### src/rtl/wb_queue_pkg.sv
// Shared types for the writeback queue: entry layout, fixed register numbers
// and the youngest-match forwarding lookup used by the hazard stage.
package wb_pkg;

  localparam int         MAX_DEPTH = 16;
  localparam logic [3:0] REG_ZERO  = 4'd0;
  localparam logic [3:0] REG_PC    = 4'd15;

  typedef struct packed {
    logic [3:0]  addr;
    logic [31:0] data;
  } wb_req_t;

  typedef struct packed {
    logic        hit;
    logic [31:0] data;
  } fwd_t;

  // ents is ordered oldest (index 0) to youngest; the last valid match wins
  function automatic fwd_t youngest_match(input wb_req_t [MAX_DEPTH-1:0] ents,
                                          input logic [MAX_DEPTH-1:0]    vld,
                                          input logic [3:0]              addr);
    fwd_t r;
    r = '0;
    for (int i = 0; i < MAX_DEPTH; i++) begin
      if (vld[i] && (addr != REG_ZERO) && (ents[i].addr == addr)) begin
        r.hit  = 1'b1;
        r.data = ents[i].data;
      end
    end
    return r;
  endfunction

endpackage

### src/rtl/wb_queue_if.sv
// Write-request side (three producers) and register-file write port of the
// writeback queue; master is the pipeline/bench, slave is the queue.
interface wb_queue_if;
  logic        req1_valid;
  logic [3:0]  req1_addr;
  logic [31:0] req1_data;
  logic        req2_valid;
  logic [3:0]  req2_addr;
  logic [31:0] req2_data;
  logic        reqL_valid;
  logic [3:0]  reqL_addr;
  logic [31:0] reqL_data;
  logic        stall_o;
  logic        w_en_o;
  logic [3:0]  w_addr_o;
  logic [31:0] w_data_o;

  modport master (
    output req1_valid, req1_addr, req1_data,
    output req2_valid, req2_addr, req2_data,
    output reqL_valid, reqL_addr, reqL_data,
    input  stall_o, w_en_o, w_addr_o, w_data_o
  );

  modport slave (
    input  req1_valid, req1_addr, req1_data,
    input  req2_valid, req2_addr, req2_data,
    input  reqL_valid, reqL_addr, reqL_data,
    output stall_o, w_en_o, w_addr_o, w_data_o
  );
endinterface

### src/rtl/wb_queue.sv
// In-order writeback FIFO: up to 3 pushes per cycle, one pop per cycle to the
// register file, plus a pending-write scoreboard and two forwarding lookups.
module wb_queue
  import wb_pkg::*;
#(
  parameter int DEPTH = 4
) (
  input  logic        clk,
  input  logic        rst_n,
  wb_queue_if.slave   bus,
  output logic [15:0] busy_o,
  input  logic [3:0]  fwd_addr_a,
  input  logic [3:0]  fwd_addr_b,
  output logic        fwd_hit_a,
  output logic        fwd_hit_b,
  output logic [31:0] fwd_data_a,
  output logic [31:0] fwd_data_b
);

  localparam int PW = $clog2(DEPTH);
  localparam int CW = $clog2(DEPTH + 1);

  wb_req_t                   mem [DEPTH];
  logic [PW-1:0]             head;
  logic [PW-1:0]             tail;
  logic [CW-1:0]             count;
  wb_req_t                   in_req [3];
  logic [2:0]                in_vld;
  logic [PW-1:0]             slot [3];
  logic [1:0]                push_cnt;
  logic                      pop;
  logic                      accept;
  wb_req_t [MAX_DEPTH-1:0]   ordered;
  logic [MAX_DEPTH-1:0]      ord_vld;
  fwd_t                      fwd_a;
  fwd_t                      fwd_b;

  function automatic logic [PW-1:0] wrap_add(input logic [PW-1:0] p, input int n);
    int s;
    s = int'(p) + n;
    if (s >= DEPTH) s = s - DEPTH;
    return s[PW-1:0];
  endfunction

  // stall keeps three slots free, so an accepted worst-case cycle never overflows
  assign accept       = (int'(count) <= (DEPTH - 3));
  assign bus.stall_o  = !accept;
  assign pop          = (count != '0);
  assign bus.w_en_o   = pop;
  assign bus.w_addr_o = pop ? mem[head].addr : '0;
  assign bus.w_data_o = pop ? mem[head].data : '0;

  always_comb begin
    in_req[0] = {bus.req1_addr, bus.req1_data};
    in_req[1] = {bus.req2_addr, bus.req2_data};
    in_req[2] = {bus.reqL_addr, bus.reqL_data};
    in_vld[0] = accept && bus.req1_valid && (bus.req1_addr != REG_ZERO);
    in_vld[1] = accept && bus.req2_valid && (bus.req2_addr != REG_ZERO);
    in_vld[2] = accept && bus.reqL_valid && (bus.reqL_addr != REG_ZERO);
    push_cnt  = 2'd0;
    for (int i = 0; i < 3; i++) begin
      slot[i] = wrap_add(tail, int'(push_cnt));
      if (in_vld[i]) push_cnt = push_cnt + 2'd1;
    end
  end

  // Queue contents rearranged oldest-first for the scoreboard and lookups
  always_comb begin
    ordered = '0;
    ord_vld = '0;
    for (int i = 0; i < DEPTH; i++) begin
      ordered[i] = mem[wrap_add(head, i)];
      ord_vld[i] = (i < int'(count));
    end
  end

  always_comb begin
    busy_o = '0;
    for (int i = 0; i < MAX_DEPTH; i++) begin
      if (ord_vld[i]) busy_o[ordered[i].addr] = 1'b1;
    end
    busy_o[REG_ZERO] = 1'b0;
  end

  assign fwd_a      = youngest_match(ordered, ord_vld, fwd_addr_a);
  assign fwd_b      = youngest_match(ordered, ord_vld, fwd_addr_b);
  assign fwd_hit_a  = fwd_a.hit;
  assign fwd_data_a = fwd_a.data;
  assign fwd_hit_b  = fwd_b.hit;
  assign fwd_data_b = fwd_b.data;

  always_ff @(posedge clk) begin
    if (!rst_n) begin
      head  <= '0;
      tail  <= '0;
      count <= '0;
    end else begin
      for (int i = 0; i < 3; i++) begin
        if (in_vld[i]) mem[slot[i]] <= in_req[i];
      end
      tail  <= wrap_add(tail, int'(push_cnt));
      if (pop) head <= wrap_add(head, 1);
      count <= count + CW'(push_cnt) - CW'(pop);
    end
  end

endmodule

### src/flat_wrapper.sv
// flat-port wrapper written by rule: the top's interface ports become plain ports
module wb_queue_flat import wb_pkg::*;
#(
  parameter int DEPTH = 4
)
  (clk, rst_n, busy_o, fwd_addr_a, fwd_addr_b, fwd_hit_a, fwd_hit_b, fwd_data_a, fwd_data_b, bus_req1_valid, bus_req1_addr, bus_req1_data, bus_req2_valid, bus_req2_addr, bus_req2_data, bus_reqL_valid, bus_reqL_addr, bus_reqL_data, bus_stall_o, bus_w_en_o, bus_w_addr_o, bus_w_data_o);
  wb_queue_if bus_i ();
  input  logic clk;
  input  logic rst_n;
  output logic [15:0] busy_o;
  input  logic [3:0] fwd_addr_a;
  input  logic [3:0] fwd_addr_b;
  output logic fwd_hit_a;
  output logic fwd_hit_b;
  output logic [31:0] fwd_data_a;
  output logic [31:0] fwd_data_b;
  input wire logic [$bits(bus_i.req1_valid)-1:0] bus_req1_valid;
  input wire logic [$bits(bus_i.req1_addr)-1:0] bus_req1_addr;
  input wire logic [$bits(bus_i.req1_data)-1:0] bus_req1_data;
  input wire logic [$bits(bus_i.req2_valid)-1:0] bus_req2_valid;
  input wire logic [$bits(bus_i.req2_addr)-1:0] bus_req2_addr;
  input wire logic [$bits(bus_i.req2_data)-1:0] bus_req2_data;
  input wire logic [$bits(bus_i.reqL_valid)-1:0] bus_reqL_valid;
  input wire logic [$bits(bus_i.reqL_addr)-1:0] bus_reqL_addr;
  input wire logic [$bits(bus_i.reqL_data)-1:0] bus_reqL_data;
  output wire logic [$bits(bus_i.stall_o)-1:0] bus_stall_o;
  output wire logic [$bits(bus_i.w_en_o)-1:0] bus_w_en_o;
  output wire logic [$bits(bus_i.w_addr_o)-1:0] bus_w_addr_o;
  output wire logic [$bits(bus_i.w_data_o)-1:0] bus_w_data_o;
  assign bus_i.req1_valid = bus_req1_valid;
  assign bus_i.req1_addr = bus_req1_addr;
  assign bus_i.req1_data = bus_req1_data;
  assign bus_i.req2_valid = bus_req2_valid;
  assign bus_i.req2_addr = bus_req2_addr;
  assign bus_i.req2_data = bus_req2_data;
  assign bus_i.reqL_valid = bus_reqL_valid;
  assign bus_i.reqL_addr = bus_reqL_addr;
  assign bus_i.reqL_data = bus_reqL_data;
  assign bus_stall_o = bus_i.stall_o;
  assign bus_w_en_o = bus_i.w_en_o;
  assign bus_w_addr_o = bus_i.w_addr_o;
  assign bus_w_data_o = bus_i.w_data_o;
  wb_queue #(.DEPTH(DEPTH)) u_core (.clk(clk), .rst_n(rst_n), .bus(bus_i), .busy_o(busy_o), .fwd_addr_a(fwd_addr_a), .fwd_addr_b(fwd_addr_b), .fwd_hit_a(fwd_hit_a), .fwd_hit_b(fwd_hit_b), .fwd_data_a(fwd_data_a), .fwd_data_b(fwd_data_b));
endmodule
### config.mk
export PLATFORM = sky130hd
export DESIGN_NAME = wb_queue_flat
export DESIGN_NICKNAME = d
export VERILOG_FILES = /design/src/rtl/wb_queue_pkg.sv /design/src/rtl/wb_queue_if.sv /design/src/rtl/wb_queue.sv /design/src/flat_wrapper.sv
export SDC_FILE = /design/constraint.sdc
export NUM_CORES = 1
export LEC_CHECK = 0
export CORE_MARGIN = 10
export CORE_UTILIZATION = 25
export DETAILED_ROUTE_END_ITERATION = 16
export GPL_TIMING_DRIVEN = 0
export PLACE_DENSITY_LB_ADDON = 0.3
export SYNTH_ARGS = -nofsm -noshare
export SYNTH_HDL_FRONTEND = slang
export SYNTH_SLANG_ARGS = --single-unit
export TNS_END_PERCENT = 30
### constraint.sdc
create_clock -name clk -period 8.61 [get_ports clk]
set_input_delay 1.2915 -clock clk [delete_from_list [all_inputs] [get_ports clk]]
set_output_delay 1.2915 -clock clk [all_outputs]
set_load 0.02 [all_outputs]
==> impl_results.md, run 1 <==
* Cell count after synthesis at between 1,000 and 1,500
* Hold_ws at around 0.76 ns
* CTS Sinks at about 150
* Pre-CTS worst setup slack at approximately 2.2 ns
* Via density at 5.91
* Htree depth at 4
* Tot GR Track Use at roughly a fifth
* Gr ovfl total at 0
* Mapped cell area at approximately 0.014 mm^2
* Clk_skew at around 0.011 ns
* Die Y-Extent at ~260 um
* CP Buf/Inv Count at 3
* Total CTS buffers at 17
* Final setup vio count at 0
* Post-DRT Antenna Nets at 0
* Setup crit start kind: primary input
* Req. time, crit path at 7.32 ns
* DRT Wirelength at ~69,000 um
* Setup ws final at between 2 and 2.5 ns
* Vias in the first global route at 14,000
* Worst reg2reg path depth at 15
* Worst-margin pin slew at ~1.3 ns
* Global-route wire length before repair at ~98,000 um
* Fraction of layout cells with a size suffix above 1 at about an eighth
* Initial Util at between 20% and 30%
* Port Buffers at about 230
* Syn_nets at 1,583
* Tot Pwr at approximately 6.5 mW
* Core area at ~0.056 mm^2
* Synth-to-Final Area Change at 28.5%
* Syn avg cell area at between 9 and 10 um^2
* Slew headroom at approximately 16%
* Hold_buf cts at 0
* # IOs at about 240
* Cell family with most CP delay: compound AO/OA/AOI/OAI gates
* PwrDens at about 360 mW/mm^2
* Synth Flop Type: edfxtp_1
* Top cells by area, synth: edfxtp_1 31%, mux4_2 13%, mux2i_1 13%
* Largest net degree at the start of global routing at 29
* Crit path capture type: output pin
* CP max FO at 10
* Maximum vdd drop at about 0.18 mV
* Drt wl/cell at 27.8 um
* 1st-pass router iterations at 6
* Post-CTS Setup Bufs at 0
* Max_cap viols at 0
* Rows at between 80 and 90
* Die Width at roughly 260 um
* Initial DRC count at 2,007
* Hold/Removal Path Class: flop to flop
* Slowest Stage Delay on Critical Path at roughly 0.86 ns
* Post-synth top area share at approximately 30%
* Period utilization at between 70% and 80%
* CTS tree: yes
* Most frequent cell after synthesis: o21ai_0
* Root buffer cell: clkbuf_16
* Worst Hold Launch: u_core.count[1]
* Worst path arrival time at approximately 5.1 ns
* Final Wtd Congestion at 0.920
* Yosys top cell by area: edfxtp_1
* Final Critical Period at around 6.3 ns
* Reg2reg start: u_core.count[1]
* Yosys reg bits at around 150
* Final #Nets at about 1,800
* Number of flops mapped to enable cells by yosys at 144
* Drt drc at 0
* Asr flop ratio synth at 0%
* Slew Limit Fails at 0
* Ys Warns at 0
* Kind of critical path: primary input to output pin
* Endpoint, Worst Hold: u_core.count[1]
* Max Fclk at ~0.16 GHz
* Via Count at approximately 15,000
* Initial antenna violation count at 9
* Outcome: finished, final reports clean
* R2R Path End: u_core.mem[0][16]
* Clock slew at reported path FFs at 0.07 ns
* Worst-path cell chain: clkbuf_1 -> nor4_1 -> or3_1 -> a2111oi_4 -> a211oi_1 -> buf_2 -> a221oi_1 -> o22ai_1 -> clkdlybuf4s50_1
* Pleak at around 6 nW
* Worst-case clock buffer depth at 2
* Clk_lat worst skew at approximately 0.46 ns
* Post-cts resize count at 0
* Cell depth of the worst min-delay path at 4
* RSZ-0062 raised after global routing: false
* Hpwl dp at roughly 52,000 um
* Distinct cells, synth at 52
* Endpoints failing hold at 0
* Most instantiated cells after synthesis: 202 x o21ai_0, 178 x mux2i_1, 166 x nand2_1
* Slowest stage cell, crit path: a211oi_1
* R2r setup slk at between 3 and 4 ns
* Die area at 0.0665 mm^2
* Post-synthesis sequential area ratio at a little under a third
[power by group]
part | switching, mW | leakage, nW | total [mW] | internal, mW
sequential | 0.128 | 1.39 | 1.19 | 1.07
combinational | 2.78 | 4.30 | 4.54 | 1.76
clock | 0.341 | 0.296 | 0.809 | 0.469
[area by class of cell]
| cell class | instances | area, um^2 |
|---|---|---|
| fill | 5783 | 38000 |
| multi-input combinational | 1137 | 8980 |
| sequential | 153 | 4500 |
| timing repair buffer | 240 | 2440 |
| tap | 756 | 946 |
| buffer | 147 | 612 |
| clock buffer | 20 | 447 |
| clock inverter | 12 | 164 |
| inverter | 16 | 60.1 |
| antenna | 4 | 10.0 |
[registers in the layout, summed over array words and instances, names as in the netlist, named ones only]
signal	count
u_core.mem	144
u_core.count	3
u_core.head	2
u_core.tail	2
[metal layers]
layer	vias up	track usage [%]	wire length, um
met5	-	0	84
met2	1077	32.5	32400
li1	6161	-	-
met3	175	4.54	6580
met1	7269	25.2	27900
met4	12	6.85	2180
[per-stage QoR]
stage / setup TNS [ns] / instances / instance area (um^2) / utilization, %
6_report: 0 / 2485 / 18200 / 32.3
5_1_grt: 0 / 2483 / 18200 / 32.3
3_5_place_dp: 0 / 2449 / 17500 / 31.2
3_3_place_gp: -116.59 / 2440 / 17400 / 31.0
4_1_cts: 0 / 2481 / 18100 / 32.3
2_1_floorplan: 0 / 1453 / 14100 / -
[cells in the final DEF (no fill, tap or decap), types with 9 or more instances in the layout]
| cell | Yosys | routed |
|---|---|---|
| clkdlybuf4s50_1 | 0 | 231 |
| o21ai_0 | 202 | 202 |
| mux2i_1 | 178 | 178 |
| nand2_1 | 166 | 164 |
| edfxtp_1 | 144 | 144 |
| clkbuf_1 | 97 | 99 |
| nor2_1 | 88 | 88 |
| mux4_2 | 81 | 81 |
| o22ai_1 | 63 | 63 |
| and2_1 | 43 | 43 |
| a21oi_1 | 43 | 43 |
| a211oi_1 | 34 | 34 |
| buf_2 | 33 | 33 |
| a221oi_1 | 33 | 33 |
| mux2_2 | 32 | 32 |
| a221oi_2 | 29 | 29 |
| xnor2_1 | 21 | 21 |
| xor2_1 | 17 | 17 |
| clkbuf_16 | 0 | 17 |
| inv_1 | 15 | 15 |
| buf_1 | 12 | 12 |
| o221ai_1 | 10 | 10 |
| dfxtp_1 | 9 | 9 |
[worst max-delay path by stage]
stage	start	to	depth (start not counted)
after CTS	u_core.head[0]	fwd_data_b[2]	9
after floorplan	bus_req1_addr[1]	u_core.mem[0][0]	4
final	fwd_addr_b[1]	fwd_data_b[2]	9
after global routing	u_core.head[0]	fwd_data_b[3]	9
after detailed placement	bus_req2_addr[1]	u_core.mem[0][6]	16
after global placement	rst_n	u_core.mem[0][6]	4
[kinds of logic after synthesis]
group | count (synthesis) | synth area share (%)
AO/OA/AOI/OAI | 443 | 20.9
XOR/XNOR | 38 | 2.35
adder cells (fa/ha/maj) | 9 | 0.850
buffers and inverters | 163 | 4.75
flip-flops | 153 | 31.9
multiplexers | 291 | 28.1
other | 1 | 0.0265
AND/OR/NAND/NOR | 355 | 11.2
[worst min-delay path, delay by kind of cell (launching register included)]
family	cells	cell delay, ns
adders and majority gates	2	0.29
and+or+nand+nor	1	0.04
buffers and inverters	1	0.06
DFF	1	0.33
(Power assumes the default switching activity.)
==> run 2: changes to the inputs <==
Clock period 8.61 ns to 6.04 ns, I/O delays scaled along.
==> impl_results.md, run 2 (synthesis results as in run 1) <==
* Most frequent cells in the layout: 231 x clkdlybuf4s50_1, 202 x o21ai_0, 178 x mux2i_1
* Post-CTS Setup Bufs at 0
* DRT Wirelength at about 69,000 um
* Total CTS buffers at 17
* Tot Pwr at 9.20 mW
* Clock slew at reported path FFs at ~0.07 ns
* Drt wl/cell at approximately 28 um
* Slowest stage cell, crit path: clkdlybuf4s50_1
* Hold_ws at between 0.7 and 0.8 ns
* Pleak at 5.95 nW
* Outcome: finished, final reports clean
* Cell family with most CP delay: buffers and inverters
* Global-route wire length before repair at ~100,000 um
* Worst-margin pin slew at roughly 1.5 ns
* Switching share of total power at around half
* Util after Layout at roughly a third
* Initial Util at 25.2%
* Via Count at 14,300
* Hold/Removal Path Class: flop to flop
* CP Buf/Inv Count at 6
* CTS Sinks at 153
* Gr ovfl total at 0
* Initial DRC count at approximately 1,900
* Vias in the first global route at ~14,000
* CTS tree: yes
* Root buffer cell: clkbuf_16
* PwrDens at roughly 500 mW/mm^2
* Commonest non-fill, non-tap cell in the layout: clkdlybuf4s50_1
* Slowest Stage Delay on Critical Path at 0.72 ns
* Req. time, crit path at 5.13 ns
* Slew Limit Fails at 0
* Rows at between 80 and 90
* Drt drc at 0
* Final setup vio count at 0
* Power share of the sequential group at between 10% and 20%
* CP dominant cell by count: buf_2
* Final #Nets at roughly 1,800
* Max FFs per register at 144
* Die Y-Extent at about 260 um
* Setup crit start kind: flop
* Post-DRT Antenna Nets at 0
* Switching pwr at 4.61 mW
* Worst-path cell chain: buf_2 -> buf_2 -> mux4_2 -> buf_2 -> xnor2_1 -> nand4_1 -> clkbuf_1 -> clkbuf_1 -> o21ai_0 -> o22ai_1 -> clkdlybuf4s50_1
* Max_cap viols at 0
* 1st-pass router iterations at 10
* RSZ-0062 raised after global routing: false
* Core area at 0.0562 mm^2
* Crit path capture type: output pin
* Final Wtd Congestion at 0.931
* Via density at 5.78
* Clk_lat worst skew at 0.46 ns
* Worst path arrival time at around 4.9 ns
* Maximum vdd drop at between 0.2 and 0.25 mV
* Kind of critical path: flop to output pin
* Htree depth at 4
* Largest net degree at the start of global routing at 29
* Port Buffers at 231
* Worst-case clock buffer depth at 2
* CP max FO at 10
* Max Fclk at 0.171 GHz
* Period utilization at a little over nine tenths
* Synth-to-Final Area Change at 28.0%
* Die Width at 258 um
* # IOs at around 240
* Setup ws final at 0.191 ns
* Tot GR Track Use at 19.8%
* Setup TNS at 0 ns
* Int Pwr at 4.59 mW
* Slew headroom at roughly 1.6%
* Fraction of layout cells with a size suffix above 1 at a little over an eighth
* Hold_buf cts at 0
* Endpoints failing hold at 0
* Initial antenna violation count at 3
* Final Critical Period at a little under 6 ns
* Comb pwr share at 70.3%
* Clock power frac at around 11%
* Die area at between 0.06 and 0.07 mm^2
* Clk_skew at about 0.015 ns
* Hpwl dp at 52,000 um
* Pre-CTS worst setup slack at -0.0106 ns
[run 2: cell types whose count changed in the layout (fill, tap and decap cells not counted), moves of 2 or more]
cell       change
clkinv_2       +2
clkinv_4       +3
buf_6          -2
clkbuf_1       -2
bufinv_16      -2
buf_4          -3
inv_6          -3
clkinv_1       +2
buf_8          +2
[run 2: timing repair]
action / in CTS / in global routing
hold endpoints to repair: 0 / 0
resized for setup: 0 / 1
endpoints found under the setup margin: 0 / 5
[run 2: worst paths after layout]
path | to | from | cells past startpoint | slack (ns)
min reg2reg | u_core.count[1] | u_core.count[1] | 4 | 0.77
min | u_core.count[1] | u_core.count[1] | 4 | 0.77
max reg2reg | u_core.mem[1][11] | u_core.count[1] | 12 | 0.74
max | fwd_data_a[30] | u_core.head[1] | 11 | 0.19
[run 2: per-stage QoR]
step           cells  cell area (um^2)
2_1_floorplan   1453             14100
3_3_place_gp    2440             17400
3_5_place_dp    2446             17500
4_1_cts         2478             18100
5_1_grt         2479             18100
6_report        2481             18100
[run 2: tightest hold or removal path, delay by kind of cell (launching register included)]
kind / cells / cell delay [ns]
buf+inv: 1 / 0.06
flops: 1 / 0.33
simple gates: 1 / 0.04
fa+ha+maj: 2 / 0.29
[run 2: cell type report]
cell class | instances | area, um^2
diodes | 3 | 7.51
plain buffers | 147 | 612
clock buffers | 17 | 425
clock inverters | 15 | 129
fillers | 5779 | 38100
inverters | 16 | 60.1
multi-input cells | 1137 | 8990
flip-flops and latches | 153 | 4500
well taps | 756 | 946
repair buffers | 237 | 2410
[run 2: power by group through the flow]
stage	Sequential (mW)	Clock (mW)	Combinational, mW
after floorplan	1.65	0	3.84
after global placement	1.73	0	6.22
after detailed placement	1.71	0	6.38
after CTS	1.69	1.04	6.40
after global routing	1.72	1.09	6.80
final	1.69	1.04	6.46
[run 2: metal layers]
layer	GRT usage, %	vias to the layer above	wire length (um)
met5	0	-	14
met4	7.81	4	2530
met3	4.11	151	6250
met2	32.7	965	32700
met1	24.9	7072	27200
li1	-	6152	-
